`src/rtl/vga_timing_gen.sv`:
```
// 640x480@60 VGA raster timing: pixel/line counters, active-low syncs, active-video flag
// and start-of-frame strobe, all registered and aligned to the same clock edge.
module vga_timing_gen #(
  parameter int H_VISIBLE = 640,
  parameter int H_FRONT   = 16,
  parameter int H_SYNC    = 96,
  parameter int H_BACK    = 48,
  parameter int V_VISIBLE = 480,
  parameter int V_FRONT   = 10,
  parameter int V_SYNC    = 2,
  parameter int V_BACK    = 33
) (
  input  logic       vga_clk,
  input  logic       reset,
  output logic [9:0] DrawX,
  output logic [9:0] DrawY,
  output logic       hs,
  output logic       vs,
  output logic       blank,
  output logic       frame_start
);

  localparam int H_TOTAL = H_VISIBLE + H_FRONT + H_SYNC + H_BACK;
  localparam int V_TOTAL = V_VISIBLE + V_FRONT + V_SYNC + V_BACK;

  // Last count of each phase; the phase FSM steps when the counter sits on it.
  localparam logic [9:0] H_VIS_END   = 10'(H_VISIBLE - 1);
  localparam logic [9:0] H_FRONT_END = 10'(H_VISIBLE + H_FRONT - 1);
  localparam logic [9:0] H_SYNC_END  = 10'(H_VISIBLE + H_FRONT + H_SYNC - 1);
  localparam logic [9:0] H_LAST      = 10'(H_TOTAL - 1);
  localparam logic [9:0] V_VIS_END   = 10'(V_VISIBLE - 1);
  localparam logic [9:0] V_FRONT_END = 10'(V_VISIBLE + V_FRONT - 1);
  localparam logic [9:0] V_SYNC_END  = 10'(V_VISIBLE + V_FRONT + V_SYNC - 1);
  localparam logic [9:0] V_LAST      = 10'(V_TOTAL - 1);

  localparam logic [1:0] PH_VISIBLE = 2'd0;
  localparam logic [1:0] PH_FRONT   = 2'd1;
  localparam logic [1:0] PH_SYNC    = 2'd2;
  localparam logic [1:0] PH_BACK    = 2'd3;

  logic [9:0] hc_q, hc_d;
  logic [9:0] vc_q, vc_d;
  logic [1:0] hph_q, hph_d;
  logic [1:0] vph_q, vph_d;
  logic       hs_q, hs_d;
  logic       vs_q, vs_d;
  logic       blank_q, blank_d;
  logic       fs_q, fs_d;
  logic       h_wrap;
  logic       v_wrap;

  function automatic logic [1:0] next_phase(
    input logic [1:0] ph,
    input logic [9:0] cnt,
    input logic [9:0] vis_end,
    input logic [9:0] front_end,
    input logic [9:0] sync_end,
    input logic [9:0] last
  );
    logic [1:0] nxt;
    nxt = ph;
    case (ph)
      PH_VISIBLE: if (cnt == vis_end)   nxt = PH_FRONT;
      PH_FRONT:   if (cnt == front_end) nxt = PH_SYNC;
      PH_SYNC:    if (cnt == sync_end)  nxt = PH_BACK;
      PH_BACK:    if (cnt == last)      nxt = PH_VISIBLE;
      default:                          nxt = PH_VISIBLE;
    endcase
    return nxt;
  endfunction

  always_comb begin
    h_wrap = (hc_q == H_LAST);
    v_wrap = h_wrap && (vc_q == V_LAST);
    hc_d   = h_wrap ? 10'd0 : hc_q + 10'd1;
    vc_d   = vc_q;
    if (h_wrap) vc_d = v_wrap ? 10'd0 : vc_q + 10'd1;

    hph_d = next_phase(hph_q, hc_q, H_VIS_END, H_FRONT_END, H_SYNC_END, H_LAST);
    vph_d = vph_q;
    if (h_wrap) vph_d = next_phase(vph_q, vc_q, V_VIS_END, V_FRONT_END, V_SYNC_END, V_LAST);

    // Decoded from next-state phases so flags line up with the new counter values.
    hs_d    = (hph_d != PH_SYNC);
    vs_d    = (vph_d != PH_SYNC);
    blank_d = (hph_d == PH_VISIBLE) && (vph_d == PH_VISIBLE);
    fs_d    = v_wrap;
  end

  always_ff @(posedge vga_clk or posedge reset) begin
    if (reset) begin
      hc_q    <= 10'd0;
      vc_q    <= 10'd0;
      hph_q   <= PH_VISIBLE;
      vph_q   <= PH_VISIBLE;
      hs_q    <= 1'b1;
      vs_q    <= 1'b1;
      blank_q <= 1'b1;
      fs_q    <= 1'b0;
    end else begin
      hc_q    <= hc_d;
      vc_q    <= vc_d;
      hph_q   <= hph_d;
      vph_q   <= vph_d;
      hs_q    <= hs_d;
      vs_q    <= vs_d;
      blank_q <= blank_d;
      fs_q    <= fs_d;
    end
  end

  assign DrawX       = hc_q;
  assign DrawY       = vc_q;
  assign hs          = hs_q;
  assign vs          = vs_q;
  assign blank       = blank_q;
  assign frame_start = fs_q;

endmodule

```
`config.mk`:
```
export PLATFORM = sky130hd
export DESIGN_NAME = vga_timing_gen
export DESIGN_NICKNAME = d
export VERILOG_FILES = /design/src/rtl/vga_timing_gen.sv
export SDC_FILE = /design/constraint.sdc
export NUM_CORES = 1
export LEC_CHECK = 0
export CORE_AREA = 3 3 65 52
export CTS_CLUSTER_SIZE = 20
export DETAILED_ROUTE_END_ITERATION = 12
export DIE_AREA = 0 0 68 55
export GPL_TIMING_DRIVEN = 0
export PLACE_DENSITY_LB_ADDON = 0.2
export SLEW_MARGIN = 20
export SYNTH_ARGS = -nofsm -noshare
export SYNTH_HDL_FRONTEND = slang
export SYNTH_SLANG_ARGS = --single-unit
```
`constraint.sdc`:
```
create_clock -name vga_clk -period 6.2 [get_ports vga_clk]
set_clock_uncertainty 0.2 [all_clocks]
set_input_delay 0.62 -clock vga_clk [delete_from_list [all_inputs] [get_ports vga_clk]]
set_output_delay 0.62 -clock vga_clk [all_outputs]
set_load 0.01 [all_outputs]
```
After elaboration in Yosys (flattened, before gate mapping):

Cells that the tools add are included.

* add/sub/neg operators: 2
* multiply operators: 0
* divide/modulo/power cells: 0
* magnitude comparators: 0
* eq/ne operators: 16
* shifts and indexed selects: 0
* mux-type cells: 13
* bitwise gates (word level): 0
* reductions and logical operators: 6

Operators by type and width (number)
* 10-bit == test, second input constant: 5
* 10-bit by 9-bit == test with 1-bit output, second input constant: 3
* 10-bit by 1-bit adder with 10-bit output, second input constant: 2
* 10-bit 2-to-1 mux: 2
* 2-bit 2-to-1 mux: 9
* 2-bit one-hot mux with 4 select lines: 2
* 2-bit == test, second input constant: 4
* 2-bit zero test: 4
* 2-bit by 1-bit == test with 1-bit output, second input constant: 2
* 2-bit inequality test, second input constant: 2
* 1-bit logical AND: 2

* bits in registers: 28
* latch bits: 0
* bits in writable memories: 0
* bits in read-only memories: 0
* bits of input ports: 2
* output and inout bits: 24
* logic and storage cells: 45
* memories kept: 0

Longest topological paths before layout:

Gate-level depths: netlist of the first run.

* depth after elaboration: 6
* mapped depth: 8
* gate-level depth less buffers: 6

Worst setup path before layout of the first run:

No wires, ideal clock.

* path type: register to register
* start point: register hc_q[0] (netlist: DrawX[0])
* end point: register vph_q[0]
* library setup time: 0.126 ns
* arrival: 1.708 ns
* data required time: 5.874 ns
* setup slack: 4.166 ns
* cell stages (with the launch flop): 9
* path buffers: 3
* period minus slack after synthesis: 2.034 ns
* path through: dfrtp_1 > ha_1 > and4_1 > buf_6 > and4_2 > buf_2 > buf_4 > a21oi_1 > nor3_1

* word-level cells in the longest chain between the ends: 2

RTL lines
* from (decl): line 41 `logic [9:0] hc_q, hc_d;`
* from (signal assigned): line 92 `hc_q <= 10'd0;`
* from (signal assigned): line 101 `hc_q <= hc_d;`
* 10-bit == test: line 73 `h_wrap = (hc_q == H_LAST);`
* 2-bit 2-to-1 mux: line 81 `if (h_wrap) vph_d = next_phase(vph_q, vc_q, V_VIS_END, V_FRONT_END, V_SYNC_END, V_LAST);`
* named net vph_d[0]: line 44 `logic [1:0] vph_q, vph_d;`
* to (signal assigned): line 104 `vph_q <= vph_d;`
* to (decl): line 44

The timed path passes the listed nets, and every way through them passes these cells.
A chain may end at the register's enable or synchronous reset.

Worst setup path in the final report of the first run:

* start point: register vc_q[5] (netlist: DrawY[5])
* end point: output port DrawY[5]

RTL lines
* from (decl): line 42 `logic [9:0] vc_q, vc_d;`
* from (signal assigned): line 102 `vc_q <= vc_d;`
* to (decl): line 16 `output logic [9:0] DrawY,`

No word-level cell between the ends.

==> results of run 1 <==
[power by group through the flow]
stage	Sequential, mW	Clock (mW)	Combinational, mW
after floorplan	0.186	0	0.00269
after global placement	0.186	0	0.00416
after detailed placement	0.186	0	0.00440
after CTS	0.183	0.148	0.00437
after global routing	0.183	0.156	0.00494
final	0.183	0.143	0.00408
[synth_stat cells, types with 2 or more instances]
cell	instances	area [um2]
nor3_1	7	35.0
xnor2_1	3	26.3
and3_1	4	25.0
a31oi_1	4	25.0
and2_1	2	12.5
ha_1	4	50.1
nand4_1	2	12.5
nor2_1	7	26.3
nand3_1	5	25.0
buf_2	2	10.0
nor4_1	4	25.0
nand2b_1	4	25.0
nand2_1	10	37.5
nor2b_1	2	12.5
a21oi_1	5	25.0
or3_1	2	12.5
o31ai_1	2	15.0
o2bb2ai_1	2	17.5
dfrtp_1	25	626
dfstp_2	3	78.8
and4_1	2	17.5
xor2_1	7	61.3
inv_1	5	18.8
o21ai_0	7	35.0
nor4bb_1	3	30.0
[worst max path at each step]
stage / start / end / slack (ns) / cells past startpoint
final: DrawY[5] / DrawY[5] / 4.02 / 1
after CTS: DrawY[5] / DrawY[5] / 4.00 / 1
after global routing: DrawY[1] / blank / 3.89 / 6
after detailed placement: DrawX[0] / vph_q[0] / 4.04 / 8
after global placement: DrawX[0] / vph_q[0] / 4.11 / 8
after floorplan: DrawX[0] / vph_q[0] / 4.17 / 8
[layer usage]
metal / GRT usage [%] / up-vias
met2: 27.2 / 29
met4: 4.29 / 0
met5: 0 / -
li1: - / 589
met1: 24.9 / 583
met3: 5.25 / 2
[per-stage QoR]
step / util, % / power, mW / worst slack [ns]
2_1_floorplan: - / 0.189 / 4.17
3_3_place_gp: 61.9 / 0.190 / 4.11
3_5_place_dp: 61.9 / 0.191 / 4.04
4_1_cts: 64.4 / 0.335 / 4.00
5_1_grt: 64.4 / 0.343 / 3.89
6_report: 64.4 / 0.330 / 4.02
[final cells by class]
type                       instances  area share [%]
clock buffer                       3            2.25
clock inverter                     1            1.64
tap                               38            2.59
buffer                             4            1.57
inverter                           5            1.02
timing repair buffer              25            13.6
sequential                        28            38.4
multi-input combinational        105            38.9
[flip-flops by register name (all words and copies together), names as in the netlist]
name         count
frame_start      1
vs               1
vph_q            2
hs               1
DrawY           10
DrawX           10
blank            1
hph_q            2
[logic make-up after synthesis]
family	Yosys count	share of synthesized area (%)
adders and majority gates	4	3.42
DFF	28	48.1
buffers and inverters	9	3.25
xor gates and xnor gates	10	5.98
AOI/OAI and AO/OA	26	11.6
and+or+nand+nor	65	27.7
==> run metrics, run 1 <==
Min Hold Slack=0.322 ns; FF+latch count, synth=28; Design Area, Final=~1800 um2; initial antenna violation count=0; die width=68 um; Slew Limit Headroom=62.1%; syn_area_per_cell=10.3 um2; Post-synth EDFFs=0; outcome=finished, final reports clean; post-CTS sizing=0; WHS Endpoint=DrawX[0]; Die Area=3740 um2; RR Endpoint=DrawY[9]; top_reg_cell synth=dfrtp_1; Pleak=just over 0.8 nW; Fin. Hold Viols=0; Cells after DPL=205; first-pass GRT wire length=4950 um; Synth Warn #=0; CP arrival=1.36 ns; met2 wire len=1370 um; Crit Path Class=reg2out; crit path buf inv count=1; clk slew on worst S/H paths=roughly 0.090 ns; max cap viols=0; post-synthesis cell area=1470 um2; largest net degree at the start of global routing=29; Setup violations, final=0; DRC Markers=0; Seq. cell area=704 um2; WP data required=5.38 ns; CP Max Fanout=8; final WL=~3100 um; GRT Residual Overflow=0; H-tree levels=1; Root Buffer=clkbuf_8; final std cells w/o fill=209; RR Startpoint=DrawX[0]; Port Buffer Count=25; Post-Synthesis Cells=142; slowest stage delay, CP=0.59 ns; GRT Total Usage=between 15 and 20%; flop2flop setup slack=4.05 ns; Bufs on Longest Clock Path=2; part of the power in registers=55.3%; area occupied by multi-input gates=713 um2; Post-DP HPWL=between 2000 and 2500 um; Hold Crit Start=DrawX[0]; Detail Route Antenna Nets=0; RD Place Congestion=0.827; hold path depth=1; Sw Pwr=60.3 uW; area delta synth->final=25.2%; vias per cell=5.76; number of diodes=0; met3 WL post-DR=147 um; logic gate share of total power=1.2%; Core Region=2850 um2; slew at the pin closest to its max-slew limit=0.567 ns; post-DR wirelength/cell=14.9 um; cell breakdown of the critical path=clkdlybuf4s50_1; Post-Synthesis Net Count=roughly 150; I/O pin count=26; setup bufs post-CTS=0; CTS Buf Count=3; Crit. End Element=primary output; Max Clock Freq=0.458 GHz; share of layout cells above drive strength 1=9.36%; placed cell areas=1760 um2; pins over their slew limit=0; post-synthesis sequential area ratio=48.1%; FILL cells=236; drt pass-1 iters=4; switch share=18.3%; Clk Latency, worst-skew pair=0.27 ns; synth unique cells=44; Site Rows=17; Hold WC Path Type=reg2reg; RSZ-0062 raised after global routing=false; post-route setup TNS=0 ns; final period demand of the worst path=~2.2 ns; Top Layer Used=met4; Tcrit/Tclk final=between 30% and 40%; DR vias=1,203; asr flop ratio synth=100%; DR iter-0 viols=81; Clk pwr share=between 40% and 50%; Worst IR Drop VDD=approximately 0.14 mV; pwr dens=180 nW/um2; met1 wire length=1570 um; Internal=270 uW; slowest CP cell=clkdlybuf4s50_1; Die Y-Extent=55 um; initial core utilization=51.4%; Worst setup SP type=flop; cts hold-fix bufs=0; CTS Sinks=28; vias in the first global route=1,074; Worst R2R Path Depth=6; CTS tree=done; NumNets Final=178; commonest cells after routing, fill and taps aside=dfrtp_1 (25), clkdlybuf4s50_1 (25), nand2_1 (10); cell family with most CP delay=buffers and inverters
No activity file was read; power rests on OpenSTA's default activity.
==> inputs of run 2 (changes only) <==
--- a/config.mk
+++ b/config.mk
@@ -5,10 +5,10 @@
 export SDC_FILE = /design/constraint.sdc
 export NUM_CORES = 1
 export LEC_CHECK = 0
-export CORE_AREA = 3 3 65 52
+export CORE_AREA = 3 3 70 55
 export CTS_CLUSTER_SIZE = 20
 export DETAILED_ROUTE_END_ITERATION = 12
-export DIE_AREA = 0 0 68 55
+export DIE_AREA = 0 0 73 58
 export GPL_TIMING_DRIVEN = 0
 export PLACE_DENSITY_LB_ADDON = 0.2
 export SLEW_MARGIN = 20
==> constraint.sdc (replaced) <==
create_clock -name vga_clk -period 1.85 [get_ports vga_clk]
set_clock_uncertainty 0.2 [all_clocks]
set_input_delay 0.185 -clock vga_clk [delete_from_list [all_inputs] [get_ports vga_clk]]
set_output_delay 0.185 -clock vga_clk [all_outputs]
set_load 0.01 [all_outputs]
==> run 2 against run 1 <==
Against the previous run:
- the flow now finishes with violations (setup timing)
- register-to-register slack worse by 4.1 ns
- cell count up 7.2%
- global-route usage up 0.98 points
- worst hold slack worse by 0.24 ns
- worst setup slack worse by 4.1 ns
- clock power rose to 3.4 times the previous value
- final area up 17%
- clock-buffer cell count unchanged
- via count up 10%
- utilization up 1.3 points
- power rose to 3.4 times the previous value
- routed wire length up 18%
- critical endpoint is now DrawY[9]
- largest cell class unchanged
- largest power group unchanged
- highest routed layer unchanged
==> run metrics, run 2 (same netlist as run 1, synthesis figures left out) <==
cell family with most CP delay=simple AND/OR/NAND/NOR gates; Worst setup SP type=flop; Internal=904 uW (+240%); first-pass GRT wire length=6140 um (+24%); pwr dens=518 nW/um2 (+190%); CTS Buf Count=3 (unchanged); vias per cell=5.91 (+2.7%); Crit Path Class=reg2reg; part of the power in registers=55.1% (-0.2 points); crit path buf inv count=1 (unchanged); die width=73 um (+7.4%); Clk Latency, worst-skew pair=0.28 ns (about the same); clk slew on worst S/H paths=0.10 ns (about the same); Site Rows=18 (+1); CP arrival=1.90 ns (+0.54 ns); number of diodes=0 (unchanged); Bufs on Longest Clock Path=2 (unchanged); post-DR wirelength/cell=16.4 um (+10%); Hold WC Path Type=in2async; Die Y-Extent=58 um (+5.5%); Max Clock Freq=0.531 GHz; placed cell areas=1790 um2 (+1.5%); slowest CP cell=or4_4; Final WS setup=-0.0343 ns (-4.05 ns); Top Layer Used=met4; Design Area, Final=2140 um2 (+17%); Worst IR Drop VDD=0.450 mV (+210%); WP data required=1.87 ns (-3.51 ns); Detail Route Antenna Nets=0 (unchanged); post-route setup TNS=-0.0343 ns (-0.0343 ns); max cap viols=0 (unchanged); slowest stage delay, CP=0.50 ns (-0.09 ns); initial core utilization=44.9% (-6.5 points); DR iter-0 viols=60 (-26%); final period demand of the worst path=1.88 ns; Root Buffer=clkbuf_8; DR vias=1,324 (+10%); Clk pwr share=43.7% (+0.3 points); DRC Markers=0 (unchanged); share of layout cells above drive strength 1=32.6% (+23 points); Pleak=0.906 nW (+12%); drt pass-1 iters=4 (unchanged); Fin. Hold Viols=0 (unchanged); flop2flop setup slack=-0.03 ns (-4.08 ns); commonest cells after routing, fill and taps aside=clkdlybuf4s50_1 (25), dfrtp_1 (22), buf_4 (11); Tcrit/Tclk final=102%; commonest non-fill, non-tap cell in the layout=clkdlybuf4s50_1; outcome=complete, but fails checks; GRT Residual Overflow=0 (unchanged); I/O pin count=26 (unchanged); Core Region=3270 um2 (+15%); area delta synth->final=46.4%; Setup violations, final=1 (+1); slew at the pin closest to its max-slew limit=0.581 ns (+0.0133 ns); final WL=3680 um (+18%); initial antenna violation count=0 (unchanged); GRT Total Usage=18.8% (+0.98 points); vias in the first global route=1,250 (+16%); H-tree levels=1 (unchanged); failing checks=setup timing; Sw Pwr=207 uW (+240%); Crit. End Element=flop; NumNets Final=191 (+7.3%); Post-DP HPWL=2310 um (+2.9%); switch share=18.6% (+0.33 points); met2 wire len=1790 um (+31%); CTS tree=done; Die Area=4230 um2 (+13%); met3 WL post-DR=133 um (-9.5%); met1 wire length=1700 um (+8.1%); cts hold-fix bufs=0 (unchanged); CTS Sinks=28 (unchanged); CP Max Fanout=6 (-2); RSZ-0062 raised after global routing=true; logic gate share of total power=1.3% (about the same); pins over their slew limit=0 (unchanged); RD Place Congestion=0.757 (-8.5%); Slew Limit Headroom=61.2% (-0.88 points); largest net degree at the start of global routing=29 (unchanged); cell breakdown of the critical path=ha_4 -> and4_1 -> buf_6 -> nand4_4 -> or4_4 -> a21oi_2; Port Buffer Count=25 (unchanged)
-- run 2: through the flow --
stage	cells	total power [mW]	hold WS (ns)	setup slack [ns]	util [%]
after floorplan	142	0.633	0.0482	-0.0883	-
after global placement	207	0.638	0.293	-0.173	54.8
after detailed placement	207	0.639	0.316	-0.216	54.8
after CTS	223	1.13	0.313	-0.0664	62.1
after global routing	224	1.15	0.152	-0.114	65.7
final	224	1.11	0.0863	-0.0343	65.7
-- run 2: layout make-up --
class / instances / area, um2
Fill cell: 236 / 1120
Timing Repair Buffer: 39 / 375
Inverter: 5 / 18.8
Clock buffer: 3 / 41.3
Buffer: 3 / 36.3
Tap cell: 40 / 50.0
Clock inverter: 1 / 30.0
Sequential cell: 28 / 708
Multi-Input combinational cell: 105 / 885
-- run 2: power groups by stage --
stage          Combinational (mW)  Clock [mW]  Sequential [mW]
6_report                   0.0139       0.485            0.612
5_1_grt                    0.0172       0.521            0.612
4_1_cts                    0.0150       0.504            0.612
3_5_place_dp               0.0150           0            0.624
3_3_place_gp               0.0143           0            0.624
2_1_floorplan             0.00901           0            0.624
-- run 2: path summary, 6_finish.rpt --
kind / cells after the start / start / to
min: 2 / reset / hph_q[0]
min in group vga_clk: 1 / DrawX[4] / DrawX[4]
min reg2reg: 1 / DrawX[4] / DrawX[4]
max: 6 / DrawX[0] / DrawY[9]
max reg2reg: 6 / DrawX[0] / DrawY[9]
max in group asynchronous: 2 / reset / DrawY[0]
-- run 2: worst register-to-register path, stage by stage (launching register included) --
cell	delay [ns]
dfrtp_1	0.40
ha_4	0.16
and4_1	0.21
buf_6	0.12
nand4_4	0.11
or4_4	0.50
a21oi_2	0.12
-- run 2: layer usage --
layer | GRT usage, % | vias up
li1 | - | 619
met1 | 26.8 | 668
met2 | 29.0 | 30
met3 | 3.64 | 7
met4 | 5.53 | 0
met5 | 0 | -
-- run 2: timing repair --
item                       4_1_cts  5_1_grt
hold endpoints to repair         0        0
gates resized for setup         19       23
setup endpoints to repair       18       17
pin swaps                        5        5
setup buffers                   13        1
